**config.mk**
```make
export PLATFORM = sky130hd
export DESIGN_NAME = seq_sub_64_bit_flat
export DESIGN_NICKNAME = d
export VERILOG_FILES = /design/src/rtl/seq_sub_64_bit_pkg.sv /design/src/rtl/seq_sub_64_bit_if.sv /design/src/rtl/seq_sub_64_bit_sub_chunk.sv /design/src/rtl/seq_sub_64_bit.sv /design/src/flat_wrapper.sv
export SDC_FILE = /design/constraint.sdc
export NUM_CORES = 1
export LEC_CHECK = 0
export CAP_MARGIN = 10
export CORE_UTILIZATION = 55
export DETAILED_ROUTE_END_ITERATION = 8
export DONT_BUFFER_PORTS = 1
export PLACE_DENSITY = 0.78
export SLEW_MARGIN = 20
export SYNTH_ARGS = -nofsm -noshare
export SYNTH_HDL_FRONTEND = slang
export SYNTH_SLANG_ARGS = --single-unit
```
**constraint.sdc**
```tcl
create_clock -name clk -period 22.9 [get_ports clk]
set_input_delay 4.58 -clock clk [delete_from_list [all_inputs] [get_ports clk]]
set_output_delay 4.58 -clock clk [all_outputs]
set_load 0.005 [all_outputs]
```
**src/rtl/seq_sub_64_bit_pkg.sv**
```systemverilog
// seq_sub_64_bit shared constants: state encodings and default geometry.
// Optional overflow output is enabled with SEQ_SUB_OVF_EN.
package seq_sub_64_bit_pkg;

  localparam logic [1:0] IDLE = 2'd0;
  localparam logic [1:0] CALC = 2'd1;
  localparam logic [1:0] DONE = 2'd2;

  localparam int DEF_WIDTH = 64;
  localparam int DEF_CHUNK = 16;
  localparam int DEF_N     = DEF_WIDTH / DEF_CHUNK;

endpackage

```
**src/rtl/seq_sub_64_bit_if.sv**
```systemverilog
// seq_sub_64_bit operand/result handshake bundle.
// ovf exists only when SEQ_SUB_OVF_EN is defined.
interface seq_sub_64_bit_if
  import seq_sub_64_bit_pkg::*;
#(
  parameter int WIDTH = DEF_WIDTH
);

  logic             in_valid;
  logic             in_ready;
  logic [WIDTH-1:0] a;
  logic [WIDTH-1:0] b;
  logic             bin;
  logic             out_valid;
  logic             out_ready;
  logic [WIDTH-1:0] diff;
  logic             bout;
`ifdef SEQ_SUB_OVF_EN
  logic             ovf;
`endif

  modport master (
    output in_valid,
    output a,
    output b,
    output bin,
    output out_ready,
    input  in_ready,
    input  out_valid,
    input  diff,
`ifdef SEQ_SUB_OVF_EN
    input  ovf,
`endif
    input  bout
  );

  modport slave (
    input  in_valid,
    input  a,
    input  b,
    input  bin,
    input  out_ready,
    output in_ready,
    output out_valid,
    output diff,
`ifdef SEQ_SUB_OVF_EN
    output ovf,
`endif
    output bout
  );

endinterface

```
**src/rtl/seq_sub_64_bit_sub_chunk.sv**
```systemverilog
// Combinational CHUNK-bit subtractor: ripple of full-subtractor cells.
// d = x - y - bi, bo = borrow out of the MSB cell.
module sub_chunk #(
  parameter int CHUNK = 16
) (
  input  logic [CHUNK-1:0] x,
  input  logic [CHUNK-1:0] y,
  input  logic             bi,
  output logic [CHUNK-1:0] d,
  output logic             bo
);

  logic [CHUNK:0] br;

  assign br[0] = bi;

  for (genvar i = 0; i < CHUNK; i++) begin : g_cell
    assign d[i]    = x[i] ^ y[i] ^ br[i];
    assign br[i+1] = (~x[i] & y[i]) | (~(x[i] ^ y[i]) & br[i]);
  end

  assign bo = br[CHUNK];

endmodule

```
**src/rtl/seq_sub_64_bit.sv**
```systemverilog
// Multi-cycle subtractor: one CHUNK slice per cycle, LSB first.
// Define SEQ_SUB_OVF_EN to add the signed-overflow flag.
module seq_sub_64_bit
  import seq_sub_64_bit_pkg::*;
#(
  parameter int WIDTH = DEF_WIDTH,
  parameter int CHUNK = DEF_CHUNK
) (
  input  logic           clk,
  input  logic           rst_n,
  seq_sub_64_bit_if.slave bus
);

  localparam int N  = WIDTH / CHUNK;
  localparam int CW = (N > 1) ? $clog2(N) : 1;

  logic [1:0]       state_q;
  logic [CW-1:0]    cnt_q;
  logic [WIDTH-1:0] a_q;
  logic [WIDTH-1:0] b_q;
  logic [WIDTH-1:0] diff_q;
  logic             brw_q;

  logic [CHUNK-1:0] xs;
  logic [CHUNK-1:0] ys;
  logic [CHUNK-1:0] ds;
  logic             bo;

  assign xs = a_q[cnt_q*CHUNK +: CHUNK];
  assign ys = b_q[cnt_q*CHUNK +: CHUNK];

  sub_chunk #(
    .CHUNK(CHUNK)
  ) u_sub (
    .x (xs),
    .y (ys),
    .bi(brw_q),
    .d (ds),
    .bo(bo)
  );

  always_ff @(posedge clk) begin
    if (!rst_n) begin
      state_q <= IDLE;
      cnt_q   <= '0;
      a_q     <= '0;
      b_q     <= '0;
      diff_q  <= '0;
      brw_q   <= 1'b0;
    end else begin
      unique case (1'b1)
        (state_q == IDLE): begin
          if (bus.in_valid) begin
            a_q     <= bus.a;
            b_q     <= bus.b;
            brw_q   <= bus.bin;
            cnt_q   <= '0;
            state_q <= CALC;
          end
        end
        (state_q == CALC): begin
          diff_q[cnt_q*CHUNK +: CHUNK] <= ds;
          brw_q <= bo;
          cnt_q <= cnt_q + 1'b1;
          if (cnt_q == CW'(N - 1)) begin
            state_q <= DONE;
          end
        end
        (state_q == DONE): begin
          if (bus.out_ready) begin
            state_q <= IDLE;
          end
        end
        default: state_q <= IDLE;
      endcase
    end
  end

  assign bus.in_ready  = (state_q == IDLE);
  assign bus.out_valid = (state_q == DONE);
  assign bus.diff      = diff_q;
  assign bus.bout      = brw_q;

`ifdef SEQ_SUB_OVF_EN
  // Signed overflow only possible when operand signs differ.
  assign bus.ovf = (a_q[WIDTH-1] != b_q[WIDTH-1])
                && (diff_q[WIDTH-1] != a_q[WIDTH-1]);
`endif

endmodule

```
**src/flat_wrapper.sv**
```systemverilog
// flat-port wrapper written by rule: the top's interface ports become plain ports
module seq_sub_64_bit_flat import seq_sub_64_bit_pkg::*;
#(
  parameter int WIDTH = DEF_WIDTH,
  parameter int CHUNK = DEF_CHUNK
)
  (clk, rst_n, bus_in_valid, bus_a, bus_b, bus_bin, bus_out_ready, bus_in_ready, bus_out_valid, bus_diff, bus_bout);
  seq_sub_64_bit_if #(.WIDTH(WIDTH)) bus_i ();
  input  logic clk;
  input  logic rst_n;
  input wire logic [$bits(bus_i.in_valid)-1:0] bus_in_valid;
  input wire logic [$bits(bus_i.a)-1:0] bus_a;
  input wire logic [$bits(bus_i.b)-1:0] bus_b;
  input wire logic [$bits(bus_i.bin)-1:0] bus_bin;
  input wire logic [$bits(bus_i.out_ready)-1:0] bus_out_ready;
  output wire logic [$bits(bus_i.in_ready)-1:0] bus_in_ready;
  output wire logic [$bits(bus_i.out_valid)-1:0] bus_out_valid;
  output wire logic [$bits(bus_i.diff)-1:0] bus_diff;
  output wire logic [$bits(bus_i.bout)-1:0] bus_bout;
  assign bus_i.in_valid = bus_in_valid;
  assign bus_i.a = bus_a;
  assign bus_i.b = bus_b;
  assign bus_i.bin = bus_bin;
  assign bus_i.out_ready = bus_out_ready;
  assign bus_in_ready = bus_i.in_ready;
  assign bus_out_valid = bus_i.out_valid;
  assign bus_diff = bus_i.diff;
  assign bus_bout = bus_i.bout;
  seq_sub_64_bit #(.WIDTH(WIDTH), .CHUNK(CHUNK)) u_core (.clk(clk), .rst_n(rst_n), .bus(bus_i));
endmodule
```
Word-level counts from Yosys, hierarchy flattened
Index checks and enable logic that the tools add are counted.
{"block": "totals", "regBits": 197, "input_bits": 133, "output_inout_bits": 67, "elab_cells": 144}
{"block": "op_classes", "add_sub_neg": 2, "eq_ne": 6, "shifts": 4, "muxes": 9, "bitwise": 112, "n_reduce_logical": 5}
{"operator": "$shiftx 64x7->16", "n": 2}
{"operator": "$bwmux 64", "n": 1}
{"operator": "$shift 16x34->64 const A", "n": 1}
{"operator": "$shiftx 16x34->64", "n": 1}
{"operator": "$neg 6->34", "n": 1}
{"operator": "$and 1x1->1", "n": 32}
{"operator": "$not 1->1", "n": 32}
{"operator": "$xor 1x1->1", "n": 32}
{"operator": "$or 1x1->1", "n": 16}
{"operator": "$mux 2", "n": 4}
{"operator": "$ne 2x2->1 const B", "n": 3}
{"operator": "$pmux 2 s3", "n": 1}
{"operator": "$eq 2x2->1 const B", "n": 2}
{"operator": "$pmux 2 s2", "n": 1}
{"operator": "$reduce_and 2->1", "n": 2}
{"operator": "$reduce_and 3->1", "n": 1}
{"operator": "$add 2x1->2 const B", "n": 1}
{"operator": "$eq 2x1->1 const B", "n": 1}
{"operator": "$logic_not 2->1", "n": 1}
{"operator": "$pmux 1 s2", "n": 1}
{"operator": "$reduce_bool 2->1", "n": 1}
{"operator": "$mux 1", "n": 1}

Logic depth before layout (Yosys ltp)
Gate-level depths: netlist (run 1).
{"block": "logic_depth", "depth_word": 36, "ltp_mapped": 24, "depth_no_buf": 22}

By module
Synthesis (run 1) repeated with hierarchy kept, for this count alone.
{"block": "hier_totals", "cells_unflattened": 882, "hier_area_um2": 8465.6}
{"mod": "seq_sub_64_bit", "instances": 1, "cells_per_inst": 832, "area_per_inst_um2": 8017.7, "seq_area_each_um2": 3943.8}
{"mod": "sub_chunk", "instances": 1, "cells_per_inst": 50, "area_per_inst_um2": 447.9, "seq_area_each_um2": 0.0}

Worst setup path before layout (run 1)
Ideal clock, no wire load.
{"block": "synth_path", "path_type": "register to register", "startpoint": "register u_core.cnt_q[0]", "endpoint": "register u_core.diff_q[31] (netlist: u_core.bus.diff[31])", "setup_time_ns": 0.087, "arrival_time_ns": 7.528, "t_required_ns": 22.813, "slack_ns": 15.285, "path_stages_with_launch": 24, "path_buffers": 2, "period_less_slack_ns": 7.615, "cell_sequence": "dfxtp_1 > buf_6 > buf_4 > mux4_2 > inv_1 > fa_1 > inv_1 > fa_1 > fa_1 > fa_1 > fa_1 > fa_1 > fa_1 > fa_1 > fa_1 > fa_1 > fa_1 > fa_1 > fa_1 > fa_1 > fa_1 > inv_1 > fa_1 > o31ai_1"}
{"block": "synth_via", "elab_chain_len": 36, "word_cells_on_any_way": 113, "classes_between": "add/sub: 1; shift: 4; mux: 1; bitwise: 107"}
{"item": "from (decl)", "line_no": "seq_sub_64_bit.sv:18", "text": "logic [CW-1:0] cnt_q;"}
{"item": "from (signal assigned)", "line_no": "seq_sub_64_bit.sv:64", "text": "cnt_q <= cnt_q + 1'b1;"}
{"item": "$shiftx 64x7->16, on equally long branches", "line_no": "seq_sub_64_bit.sv:29, seq_sub_64_bit.sv:30"}
{"item": "$xor 1x1->1", "line_no": "seq_sub_64_bit_sub_chunk.sv:18, seq_sub_64_bit_sub_chunk.sv:19"}
{"item": "$not 1->1", "line_no": "seq_sub_64_bit_sub_chunk.sv:19", "text": "assign br[i+1] = (~x[i] & y[i]) | (~(x[i] ^ y[i]) & br[i]);"}
{"item": "$and 1x1->1", "line_no": "seq_sub_64_bit_sub_chunk.sv:19"}
{"item": "$or 1x1->1", "line_no": "seq_sub_64_bit_sub_chunk.sv:19"}
{"item": "$and 1x1->1", "line_no": "seq_sub_64_bit_sub_chunk.sv:19"}
{"item": "$or 1x1->1", "line_no": "seq_sub_64_bit_sub_chunk.sv:19"}
{"item": "$and 1x1->1", "line_no": "seq_sub_64_bit_sub_chunk.sv:19"}
{"item": "(+20 left out)"}
{"item": "$or 1x1->1", "line_no": "seq_sub_64_bit_sub_chunk.sv:19"}
{"item": "$and 1x1->1", "line_no": "seq_sub_64_bit_sub_chunk.sv:19"}
{"item": "$or 1x1->1", "line_no": "seq_sub_64_bit_sub_chunk.sv:19"}
{"item": "$and 1x1->1", "line_no": "seq_sub_64_bit_sub_chunk.sv:19"}
{"item": "$or 1x1->1", "line_no": "seq_sub_64_bit_sub_chunk.sv:19"}
{"item": "$xor 1x1->1", "line_no": "seq_sub_64_bit_sub_chunk.sv:18", "text": "assign d[i] = x[i] ^ y[i] ^ br[i];"}
{"item": "$shiftx 16x34->64", "line_no": "seq_sub_64_bit.sv:62", "text": "diff_q[cnt_q*CHUNK +: CHUNK] <= ds;"}
{"item": "$bwmux 64 *", "line_no": "seq_sub_64_bit.sv:62"}
{"item": "to (signal, indexed assignment)", "line_no": "seq_sub_64_bit.sv:62"}
{"item": "to (decl)", "line_no": "seq_sub_64_bit.sv:21", "text": "logic [WIDTH-1:0] diff_q;"}
Every way passes the cells marked *; elsewhere a longest branch is shown, timed or not.
A chain may end at the register's enable or synchronous reset.

Worst setup path in the final report (run 1)
{"block": "layout_path", "startpoint": "register u_core.cnt_q[0]", "endpoint": "register u_core.diff_q[63] (netlist: u_core.bus.diff[63])"}
Same word-level chain as after synthesis.

==> out/results.txt, run 1 <==
The count of cells resized by post-cts repair was 0. The worst hold path was traced through 2 stages. For the sequential area share after synthesis, the log shows 0.461. The logs give 14.88 ns for the worst setup slack before clock tree synthesis and 0 for the final-report hold violation count. The signal on the critical path passes through mux4_2 -> inv_1 -> fa_1 -> inv_1 -> fa_1 -> fa_1 -> fa_1 -> fa_1 -> fa_1 -> fa_1 -> fa_1 -> fa_1 -> fa_1 -> fa_1 -> fa_1 -> fa_1 -> fa_1 -> fa_1 -> inv_1 -> fa_1 -> o31ai_1.

Total number of clock tree sinks: 197. The maximum operating frequency is 0.124 GHz, and the number of rows in the core area is 45. By area the synthesized netlist is led by sky130_fd_sc_hd__dfxtp_1 46%, sky130_fd_sc_hd__nand2_1 12%, sky130_fd_sc_hd__a21boi_1 11%, sky130_fd_sc_hd__mux4_2 8.4%, sky130_fd_sc_hd__a32o_1 3.7%.

For the maximum number of buffers from clock root to sink, the log shows 2. Detailed placement finished with a half-perimeter wire length of 14,000 um. For this design the static power due to leakage is 3.33 nW. The die covers 16,100 um^2. Counting the buffers created by CTS gives 17. The run gives 1,293 as the fill cell total of the finished layout. Actual slew at the worst max-slew pin: 1.06 ns. Summed over all layers, the global routing overflow is 0. Per-cell via count in the routed design: 5.88. Once detail routing completed, the nets flagged for antenna violations numbered 0. The clock-pin transition on the worst setup and hold timing paths came out at 0.07 ns. Buffers added to address setup during post-CTS repair amount to 0.

The maximum resistive drop on vdd was 0.0566 mV. The ratio of total power to cell area works out to 85.4 nW/um^2. The tools report the number of buffers inserted by hold repair at cts as 0.

The placed instances occupy a cell area of 8390 um^2. Synthesis produced a netlist with a net count of 1,027. Data arrives at the worst endpoint at 8.43 ns. At the end of routability-driven placement, the weighted congestion stood at 0.802. The region available for standard cell placement spans 15,200 um^2. The final-report max-slew violation count was 0. The net count of the finished layout is 978.

The min-delay analysis places its worst path in the category flip-flop to flip-flop. The classification of the worst setup path is flip-flop to flip-flop. The first TritonRoute pass finished after 5 iterations. Synthesis inferred 197 register bits. The type of element launching the critical path is a flip-flop. The run gives 518 as the number of design-rule violations left by the first detailed-router iteration.

The biggest area contributor in the post-synthesis netlist is sky130_fd_sc_hd__dfxtp_1. The total I/O pin count came out at 200. The number of I/O port buffers came out at 0.

The largest individual stage delay along the critical path comes from the cell sky130_fd_sc_hd__dfxtp_2. The max-slew headroom at the worst pin is 0.289, and the count of antenna diodes in the layout is 0. The cell that appears most often on the critical path is sky130_fd_sc_hd__fa_1. The required time reported for the critical path endpoint was 23.24 ns. TritonCTS built the clock tree. The peak fanout along the critical path is 19.

Summed over all failing endpoints, the final setup total negative slack is 0 ns. The flow ran to the end, and the final reports show no timing, DRC or antenna violations. Counting both buffers and inverters, the worst setup path holds a total of 3. Setup repair after global routing left no endpoint under its margin.

Relative to the synthesized area, the layout overhead comes to 5.28%. The routed wire length is 20,200 um, and the final critical delay including setup and external delays is 8.09 ns. The CTS root buffer was sky130_fd_sc_hd__clkbuf_16. The die is 127 um tall. The worst stage delay on the critical path was 0.75 ns. Entering global routing, the biggest net connects 203 pins.

Max-cap violations in this run came to 0. The overall die width is 127 um, and the via count is 6,017. The run gives 0.43 ns as the clock latency on the worst-skew pair.

The run gives 0.00756 ns as the worst clock skew. Hold timing on the final database bottoms out at a slack of 0.452 ns. The area share of the leading cell type in the synthesized netlist was 0.461. Setup violations remaining at the end of the flow were counted as 0.

The dominant register cell in the synthesized netlist is sky130_fd_sc_hd__dfxtp_1. The ratio of cells with drive above 1 in the final layout came out at 0.112. The run gives 4 as the number of H-tree levels.

The kind of cell adding the most delay to the critical path was adder cells. The starting density of the core was 0.563; the number of global-route vias before repair was 5,585. For this run, the number of Yosys warnings is 0.

The critical path endpoint category is a flip-flop. The worst register-to-register path has a depth of 21. Averaged over all synthesized cells, the footprint is 9.81 um^2. The final clock period utilization by the worst path came out at 0.353.

The post-synthesis async set-or-reset flop share came out at 0. The run gives 0.592 as the utilization after layout. In this run the cell area of the synthesized design comes to 8550 um^2. After detailed routing, the number of remaining DRC violations is 0. After detailed routing, the average wire length per cell comes to 19.7 um. In this run, distinct cell masters in the synthesized netlist total 40.

The first global-routing pass estimated 30,800 um of wire. For the initial antenna violation count, the log shows 2. With fillers left out, the area of the finished cells amounts to 9010 um^2.

After technology mapping, the gate count stands at 872. The number of enable flip-flop cells after synthesis was 0; the all-layer global routing usage was 0.255. The final critical-path setup slack was 14.81 ns. The cell depth of the worst setup path is 21.
## worst min-delay path, cell delays in order (launching register included)
cell	delay [ns]
sky130_fd_sc_hd__dfxtp_1	0.31
sky130_fd_sc_hd__nand2_1	0.05
sky130_fd_sc_hd__a21boi_1	0.05
## stage by stage
stage | std cells | total power, mW
after floorplan | 872 | 0.450
after global placement | 992 | 0.469
after detailed placement | 992 | 0.471
after CTS | 1024 | 0.772
after global routing | 1024 | 0.800
final | 1024 | 0.769
## cell families after synthesis
| logic type | after synthesis | synth area share |
|---|---|---|
| mux | 33 | 0.0854 |
| fa+ha+maj | 22 | 0.0462 |
| compound gates | 196 | 0.180 |
| simple gates | 329 | 0.166 |
| flops | 197 | 0.461 |
| buf+inv | 95 | 0.0614 |
## placed cells by master, fill, tap and decap left out, drive strengths merged, types with 2 or more instances in the layout
master      n
nor2        6
nand3b      5
o31ai       4
o21ai      14
clkinvlp    2
a31o       14
bufinv      2
mux4       32
nand2     271
clkbuf     18
nor2b       3
fa         16
a21boi    128
a32o       32
nand4bb     2
and2        3
and3       15
buf         4
nand3      18
inv        27
ha          6
clkinv      6
dfxtp     197
## path summary, 6_finish.rpt
path,startpoint,endpoint,slack (ns)
worst max-delay path,u_core.cnt_q[0]$_SDFFE_PN0P_,u_core.bus.diff[63]$_SDFFE_PN0P_,14.81
worst min-delay path,u_core.a_q[23]$_SDFFE_PN0P_,u_core.a_q[23]$_SDFFE_PN0P_,0.45
worst max register to register,u_core.cnt_q[0]$_SDFFE_PN0P_,u_core.bus.diff[63]$_SDFFE_PN0P_,14.81
worst min register to register,u_core.a_q[23]$_SDFFE_PN0P_,u_core.a_q[23]$_SDFFE_PN0P_,0.45
## report_power, final
part	total, mW	internal (mW)	switching, mW
sequential	0.371	0.359	0.0122
combinational	0.0928	0.0390	0.0539
clock	0.305	0.167	0.138
## area by class of cell
cell class                      count  area [um^2]  area share
Clock inverter                     14          171      0.0190
Inverter                           23         86.3     0.00959
Tap cell                          188          235      0.0261
Sequential cell                   197         3950       0.438
Timing Repair Buffer                4         33.8     0.00375
Clock buffer                       18          439      0.0488
Multi-Input combinational cell    580         4090       0.455
## registers in the layout, indices dropped and copies added (netlist names)
name,flops
u_core.bus.diff,64
u_core.a_q,64
u_core.state_q,2
u_core.cnt_q,2
u_core.b_q,64
u_core.bus.bout,1
## cell usage after synthesis (3+ instances only)
library cell / number
sky130_fd_sc_hd__a21boi_0: 8
sky130_fd_sc_hd__a21boi_1: 120
sky130_fd_sc_hd__a31o_2: 14
sky130_fd_sc_hd__a32o_1: 32
sky130_fd_sc_hd__and3_1: 15
sky130_fd_sc_hd__buf_2: 24
sky130_fd_sc_hd__buf_4: 9
sky130_fd_sc_hd__buf_6: 14
sky130_fd_sc_hd__clkbuf_1: 23
sky130_fd_sc_hd__dfxtp_1: 197
sky130_fd_sc_hd__fa_1: 16
sky130_fd_sc_hd__ha_1: 6
sky130_fd_sc_hd__inv_1: 23
sky130_fd_sc_hd__mux4_2: 32
sky130_fd_sc_hd__nand2_1: 271
sky130_fd_sc_hd__nand3_1: 18
sky130_fd_sc_hd__nand3b_1: 3
sky130_fd_sc_hd__nor2_1: 3
sky130_fd_sc_hd__nor2b_1: 3
sky130_fd_sc_hd__o21ai_0: 13
sky130_fd_sc_hd__o31ai_1: 4
## per-layer routing
metal / wire length (um) / GRT usage
met5: 23 / 0
met2: 9290 / 0.387
met3: 1480 / 0.0848
met1: 8910 / 0.338
met4: 506 / 0.0973
Note: power is estimated with default switching activity, not from simulation.
==> run 2, diff against run 1 <==
Settings changed: PLACE_DENSITY 0.78 to 0.81.
Clock period 22.9 ns to 7.09 ns, I/O delays scaled along.
==> run 2 against run 1 <==
Against the previous run:
- clock skew up 0.0063 ns
- total power grew to 3.2 times the previous value
- utilization grew 0.40 points
- cell count is 0.49% higher
- via count increased by 0.52%
- hold slack barely moved
- first-iteration DRC count is 20% higher
- global-route usage increased by 0.16 points
- die area stayed put
- setup slack worse by 15 ns
- sequential cell count stayed put
- register-to-register slack worse by 15 ns
- largest power group unchanged
- highest routed layer unchanged
==> out/results.txt, run 2 (same netlist as run 1, synthesis figures left out) <==
For the number of design-rule violations left by the first detailed-router iteration, the log shows 624. In this run the static leakage power is 3.34 nW. The worst clock skew is 0.0139 ns. Once placement finished, the instance area stood at 8460 um^2. Critical path endpoint category: a flip-flop.

The tools report the max-slew headroom at the worst pin as 0.451. The initial antenna violation count was 1. The most frequent cell on the critical path is sky130_fd_sc_hd__fa_2. Routability-driven placement finished with a final weighted congestion of 0.822.

Most common library cell in the layout ignoring fill and taps: sky130_fd_sc_hd__nand2_1. In the final timing run, aggregate negative setup slack is 0 ns. Max-cap violations in this run came to 0. Entering global routing, the biggest net connects 203 pins. Once detail routing completed, the nets flagged for antenna violations numbered 0. The final critical-path setup slack is 0.202 ns. The multi-input combinational cells in the finished layout cover a total of 4130 um^2.

The tools report the final-report max-slew violation count as 0. The final-report hold violation count was 0. Relative to the synthesized area, the layout overhead comes to 5.98%.

The worst path buffer plus inverter count works out to 3. Counting cells, the worst reg-to-reg path comes to 21. Clock-pin slew was measured on the worst setup and hold paths at 0.07 ns. The starting density of the core was 0.563. For this run the aggregate overflow at the end of global routing stands at 0.

The worst-case hold path end point was u_core.a_q[51]$_SDFFE_PN0P_. STA puts the critical path data arrival time at 7.24 ns. In this run the core area contains 45 standard-cell rows. Based on the critical path, the design can be clocked at up to 0.145 GHz.

Among all stages on the critical path, the largest delay is contributed by sky130_fd_sc_hd__mux4_2. The number of cells on the worst hold path is 2. Clock latency on the worst-skew pair, taken at its later pin, is 0.45 ns.

After filler insertion, the fill cell instance count of the layout stands at 1,279. The finished cells cover 9070 um^2. The final clock period utilization by the worst path works out to 0.971. The library cells used most frequently in the layout, excluding fill and tap cells, are 271 x sky130_fd_sc_hd__nand2_1, 195 x sky130_fd_sc_hd__dfxtp_1, 120 x sky130_fd_sc_hd__a21boi_1.

In the final layout, flip-flops and latches occupy 3950 um^2. Ratio of cells with drive above 1 in the final layout: 0.134. After detailed routing, the number of vias per cell comes to 5.88. The cell depth of the worst setup path is 21, and the worst setup slack before clock tree synthesis is 0.0672 ns. The HPWL after detailed placement is 14,000 um.

The run gives 20,100 um as the routed wire length. In this design, the largest share of critical-path delay is due to adder cells. Setup violations remaining at the end of the flow were counted as 0. The final critical delay including setup and external delays is 6.89 ns. TritonCTS built the clock tree. Across all register-to-register paths, the minimum setup slack is 0.20 ns. 0 antenna diodes ended up in the layout. In this run the critical register-to-register path is launched from u_core.cnt_q[0]$_SDFFE_PN0P_. The critical path is of the flip-flop to flip-flop type.

The all-layer global routing usage was 0.256. For the pin with the worst max-slew slack, the measured transition is 0.823 ns. The routed wirelength normalized by instance count works out to 19.5 um. Hold path startpoint: u_core.a_q[51]$_SDFFE_PN0P_.

The total number of clock tree sinks was 197. In this design, the stage delay of the slowest critical-path cell is 0.48 ns. The number of clock buffers inserted by TritonCTS was 17. The worst slack on hold paths was 0.451 ns.

The final layout contains 984 nets. The post-CTS setup repair buffer count came out at 0. The die is 127 um wide. The die covers 16,100 um^2. The logs give 5,528 for the number of global-route vias before repair and 200 for the total I/O pin count.

The signal on the critical path passes through mux4_2 -> inv_1 -> fa_1 -> inv_1 -> fa_2 -> fa_2 -> fa_2 -> fa_2 -> fa_2 -> fa_2 -> fa_2 -> fa_2 -> fa_2 -> fa_2 -> fa_2 -> fa_2 -> fa_2 -> fa_1 -> inv_1 -> fa_2 -> o31ai_1. For this run, design rule violations remaining after detail routing come to 0. The endpoint of the lowest-slack register-to-register path was u_core.bus.diff[31]$_SDFFE_PN0P_.

The number of I/O port buffers was 0. At the worst endpoint, the required time is 7.44 ns. The run gives 5 as the number of detailed-routing iterations run before antenna repair. The floorplan step set the die height to 127 um.

The H-tree was split into 4 levels. Area inside the core boundary: 15,200 um^2. The peak fanout along the critical path works out to 3. The first global-routing pass estimated 30,800 um of wire. The logs give 2 for the maximum number of buffers from clock root to sink and 6,048 for the via count. The tree is rooted in a sky130_fd_sc_hd__clkbuf_16.

For this design the ratio of total power to cell area is 273 nW/um^2. In this run the worst setup path begins at u_core.cnt_q[0]$_SDFFE_PN0P_. The min-delay analysis places its worst path in the category flip-flop to flip-flop. The run finished with clean final reports. Setup repair after global routing left no endpoint under its margin. The type of element launching the critical path is a flip-flop. VDD sags by at most 0.188 mV.
[run 2: changes by cell type in the layout (fill, tap and decap cells not counted), moves of 2 or more]
cell	before	now
sky130_fd_sc_hd__inv_8	2	0
sky130_fd_sc_hd__fa_2	0	14
sky130_fd_sc_hd__fa_1	16	2
sky130_fd_sc_hd__buf_4	3	8
sky130_fd_sc_hd__clkinv_2	1	3
sky130_fd_sc_hd__clkinv_4	4	2
[run 2: what timing repair did]
action,CTS,global route
gates resized for setup,0,4
setup endpoints to repair,0,4
hold buffers,0,0
[run 2: worst max path at each step]
stage	endpoint
floorplan	u_core.bus.diff[31]$_SDFFE_PN0P_
global placement	u_core.bus.diff[31]$_SDFFE_PN0P_
detailed placement	u_core.bus.diff[63]$_SDFFE_PN0P_
CTS	u_core.bus.diff[63]$_SDFFE_PN0P_
global route	u_core.bus.diff[31]$_SDFFE_PN0P_
finish	u_core.bus.diff[31]$_SDFFE_PN0P_
[run 2: final cells by class]
class                   count  area share
multi-input cells         580       0.456
repair buffers             10     0.00911
clock buffers              20      0.0504
well taps                 188      0.0259
inverters                  23     0.00952
clock inverters            11      0.0138
flip-flops and latches    197       0.435
[run 2: where the power goes]
group | leakage (nW) | switching [mW] | internal (mW)
Sequential | 1.61 | 0.0345 | 1.16
Combinational | 1.45 | 0.183 | 0.139
Clock | 0.283 | 0.419 | 0.537
[run 2: routing by layer]
metal | global-route usage | routed length [um] | vias up
met2 | 0.384 | 9300 | 218
met1 | 0.346 | 8790 | 2905
met3 | 0.0873 | 1600 | 26
li1 | - | - | 2897
met5 | 0 | 13 | -
met4 | 0.0910 | 418 | 2
[run 2: worst min-delay path, cell delays in order (launching register included)]
cell                       delay [ns]
sky130_fd_sc_hd__dfxtp_1         0.31
sky130_fd_sc_hd__nand2_1         0.05
sky130_fd_sc_hd__a21boi_1        0.05
[run 2: per-stage QoR]
step | total power [mW] | cells | utilization
finish | 2.47 | 1029 | 0.596
global route | 2.57 | 1029 | 0.596
CTS | 2.48 | 1028 | 0.595
detailed placement | 1.54 | 997 | 0.556
global placement | 1.53 | 997 | 0.556
floorplan | 1.46 | 872 | -
==> run 3, diff against run 2 <==
Settings changed: PLACE_DENSITY 0.81 to 0.78.
Clock period 7.09 ns to 7.55 ns, I/O delays scaled along.
==> run 3 against run 2 <==
Against the previous run:
- critical path depth unchanged
- clock power down 8.3%
- cell count unchanged
- total power is 7.3% lower
- clock skew down 0.0051 ns
- critical endpoint unchanged
- first-iteration DRC count down 21%
- sequential share of layout area increased by 0.21 points
- die area unchanged
- register-to-register slack improved by 0.06 ns
- non-clock buffer count fell by 1
- largest cell class unchanged
- combinational power is 9.0% lower
- global-route usage down 0.26 points
==> out/results.txt, run 3 (same netlist as run 1, synthesis figures left out) <==
Detailed routing inserted a total of 6,024 vias. The worst clock skew is 0.00876 ns. Hold timing on the final database bottoms out at a slack of 0.452 ns. The run gives -0.0290 ns as the worst setup slack before clock tree synthesis. The ratio of total power to cell area is 254 nW/um^2, and the weighted congestion at the end of routability-driven global placement is 0.791. For the routed wire length, the log shows 20,100 um. The floorplan has 45 rows. Entering global routing, the biggest net connects 203 pins. After the first detailed-routing iteration, the DRC count stood at 494. In this run the vertical extent of the chip is 127 um.

The starting density of the core is 0.563, and the per-cell via count in the routed design is 5.85. The setup violation total in the final timing report is 0, and the number of cells on the worst hold path is 2. Once routing completed, OpenROAD measured the worst setup slack at 0.262 ns.

Derived from the worst setup path, the maximum achievable clock frequency is 0.137 GHz. The logs give 16,100 um^2 for the area of the die and 0.313 for the max-slew headroom at the worst pin. The library cells used most frequently in the layout, excluding fill and tap cells, are 271 x sky130_fd_sc_hd__nand2_1, 195 x sky130_fd_sc_hd__dfxtp_1, 120 x sky130_fd_sc_hd__a21boi_1. IR analysis of the VDD net gives a maximum drop of 0.169 mV.

Pin placement for this block handled 200 I/O pins. Clock-pin transition on the worst setup and hold timing paths: 0.07 ns. The number of cell instances on the worst register-to-register path came out at 21. The actual slew at the worst max-slew pin works out to 1.03 ns. TritonCTS built the clock tree. The tools report the number of detailed-routing iterations run before antenna repair as 5. The tools report the critical path endpoint category as a flip-flop.

The layout overhead on the synthesized area is 5.48%, and the count of maximum capacitance violations is 0. The tools report the CTS root buffer as sky130_fd_sc_hd__clkbuf_16. Ratio of cells with drive above 1 in the final layout: 0.124.

Number of clock buffers inserted by TritonCTS: 17. Counting along the longest clock path gives a buffer depth of 2. Setup slack on the worst reg-to-reg path comes out at 0.26 ns. The global-route wire length before repair is 30,800 um. In this run the critical register-to-register path is launched from u_core.cnt_q[0]$_SDFFE_PN0P_.

Summing internal, switching and leakage power gives 2.29 mW. For the all-layer global routing usage, the log shows 0.254. Setup repair after global routing left no endpoint under its margin. CTS saw 197 sinks. The initial antenna violation count was 0. Summed over all cells, the static leakage comes to 3.33 nW. The repair_antennas step left the layout with diodes totalling 0. Endpoint of the lowest-slack register-to-register path: u_core.bus.diff[31]$_SDFFE_PN0P_.

The run gives 0 as the final-report hold violation count. The tools report the final-report max-slew violation count as 0. The region available for standard cell placement spans 15,200 um^2. Of all nets on the critical path, the largest fanout is 3.

After detailed routing, the average wire length per cell comes to 19.5 um. Worst-case hold path end point: u_core.a_q[5]$_SDFFE_PN0P_. Most common library cell in the layout ignoring fill and taps: sky130_fd_sc_hd__nand2_1.

The number of setup buffers added after CTS is 0. The run finished with clean final reports. Remaining antenna violation count: 0. For the number of H-tree levels, the log shows 4. The min-delay analysis places its worst path in the category flip-flop to flip-flop. The number of buffers inserted by hold repair at cts is 0. The setup TNS is 0 ns, and the number of nets in the layout is 983. The logs give 1,330 for the fill cell total of the finished layout and 7.61 ns for the arrival time at the worst endpoint.

During placement, the flow inserted port buffers numbering 0. By startpoint and endpoint, the worst setup path is classified as flip-flop to flip-flop. After global routing the overflow that remains totals 0.

The final clock period utilization by the worst path was 0.965. At the later pin of the worst-skew pair, clock insertion delay measures 0.43 ns. Final critical delay including setup and external delays: 7.29 ns. The die is 127 um wide. For this run, design rule violations remaining after detail routing come to 0. The number of global-route vias before repair was 5,551; the required time reported for the critical path endpoint was 7.87 ns. The worst setup path is launched from a flip-flop. The wire-length estimate of the detail-placed layout is 13,900 um.

Hold path startpoint: u_core.a_q[5]$_SDFFE_PN0P_.
## run 3: worst max-delay path by stage
stage / from / to / slack (ns) / cells after the start
global route: u_core.cnt_q[0]$_SDFFE_PN0P_ / u_core.bus.diff[31]$_SDFFE_PN0P_ / 0.05 / 21
global placement: u_core.cnt_q[0]$_SDFFE_PN0P_ / u_core.bus.diff[31]$_SDFFE_PN0P_ / 0.12 / 21
finish: u_core.cnt_q[0]$_SDFFE_PN0P_ / u_core.bus.diff[31]$_SDFFE_PN0P_ / 0.26 / 21
detailed placement: u_core.cnt_q[0]$_SDFFE_PN0P_ / u_core.bus.diff[31]$_SDFFE_PN0P_ / -0.03 / 21
CTS: u_core.cnt_q[0]$_SDFFE_PN0P_ / u_core.bus.diff[31]$_SDFFE_PN0P_ / 0.01 / 21
floorplan: u_core.cnt_q[0]$_SDFFE_PN0P_ / u_core.bus.diff[31]$_SDFFE_PN0P_ / 0.0004 / 23
## run 3: layer usage
metal | GRT usage | vias up | wire, um
li1 | - | 2900 | -
met1 | 0.336 | 2910 | 8840
met2 | 0.395 | 187 | 9210
met3 | 0.0738 | 27 | 1570
met4 | 0.0938 | 0 | 432
met5 | 0 | - | 0
## run 3: layout make-up
cell class | instances | area [um^2] | share of cell area
repair buffers | 9 | 71.3 | 0.00790
clock buffers | 18 | 429 | 0.0476
multi-input cells | 580 | 4110 | 0.455
flip-flops and latches | 197 | 3950 | 0.437
well taps | 188 | 235 | 0.0261
inverters | 23 | 86.3 | 0.00957
clock inverters | 14 | 146 | 0.0162
## run 3: what timing repair did
item,4_1_cts,5_1_grt
endpoints found under the hold margin,0,0
pin swaps,0,2
setup endpoints to repair,2,4
gates resized for setup,1,5
## run 3: metrics by stage
stage | instance area, um^2 | instances | utilization
finish | 9020 | 1029 | 0.594
CTS | 9010 | 1029 | 0.593
global route | 9020 | 1029 | 0.594
detailed placement | 8430 | 997 | 0.554
floorplan | 8560 | 872 | -
global placement | 8430 | 997 | 0.554
## run 3: where the power goes
| group | internal, mW | switching, mW |
|---|---|---|
| logic | 0.124 | 0.169 |
| clock network | 0.465 | 0.412 |
| registers | 1.09 | 0.0329 |
| total | 1.68 | 0.614 |
## run 3: critical path: stages, from the launching register on
cell                      delay (ns)
sky130_fd_sc_hd__dfxtp_2        0.33
sky130_fd_sc_hd__mux4_2         0.49
sky130_fd_sc_hd__inv_1          0.10
sky130_fd_sc_hd__fa_1           0.17
sky130_fd_sc_hd__inv_1          0.05
sky130_fd_sc_hd__fa_2           0.34
sky130_fd_sc_hd__fa_2           0.36
sky130_fd_sc_hd__fa_1           0.40
sky130_fd_sc_hd__fa_2           0.37
sky130_fd_sc_hd__fa_2           0.36
sky130_fd_sc_hd__fa_1           0.39
sky130_fd_sc_hd__fa_1           0.39
sky130_fd_sc_hd__fa_1           0.40
sky130_fd_sc_hd__fa_1           0.39
sky130_fd_sc_hd__fa_1           0.40
sky130_fd_sc_hd__fa_2           0.36
sky130_fd_sc_hd__fa_2           0.35
sky130_fd_sc_hd__fa_1           0.38
sky130_fd_sc_hd__fa_1           0.36
sky130_fd_sc_hd__inv_1          0.09
sky130_fd_sc_hd__fa_1           0.46
sky130_fd_sc_hd__o31ai_1        0.24
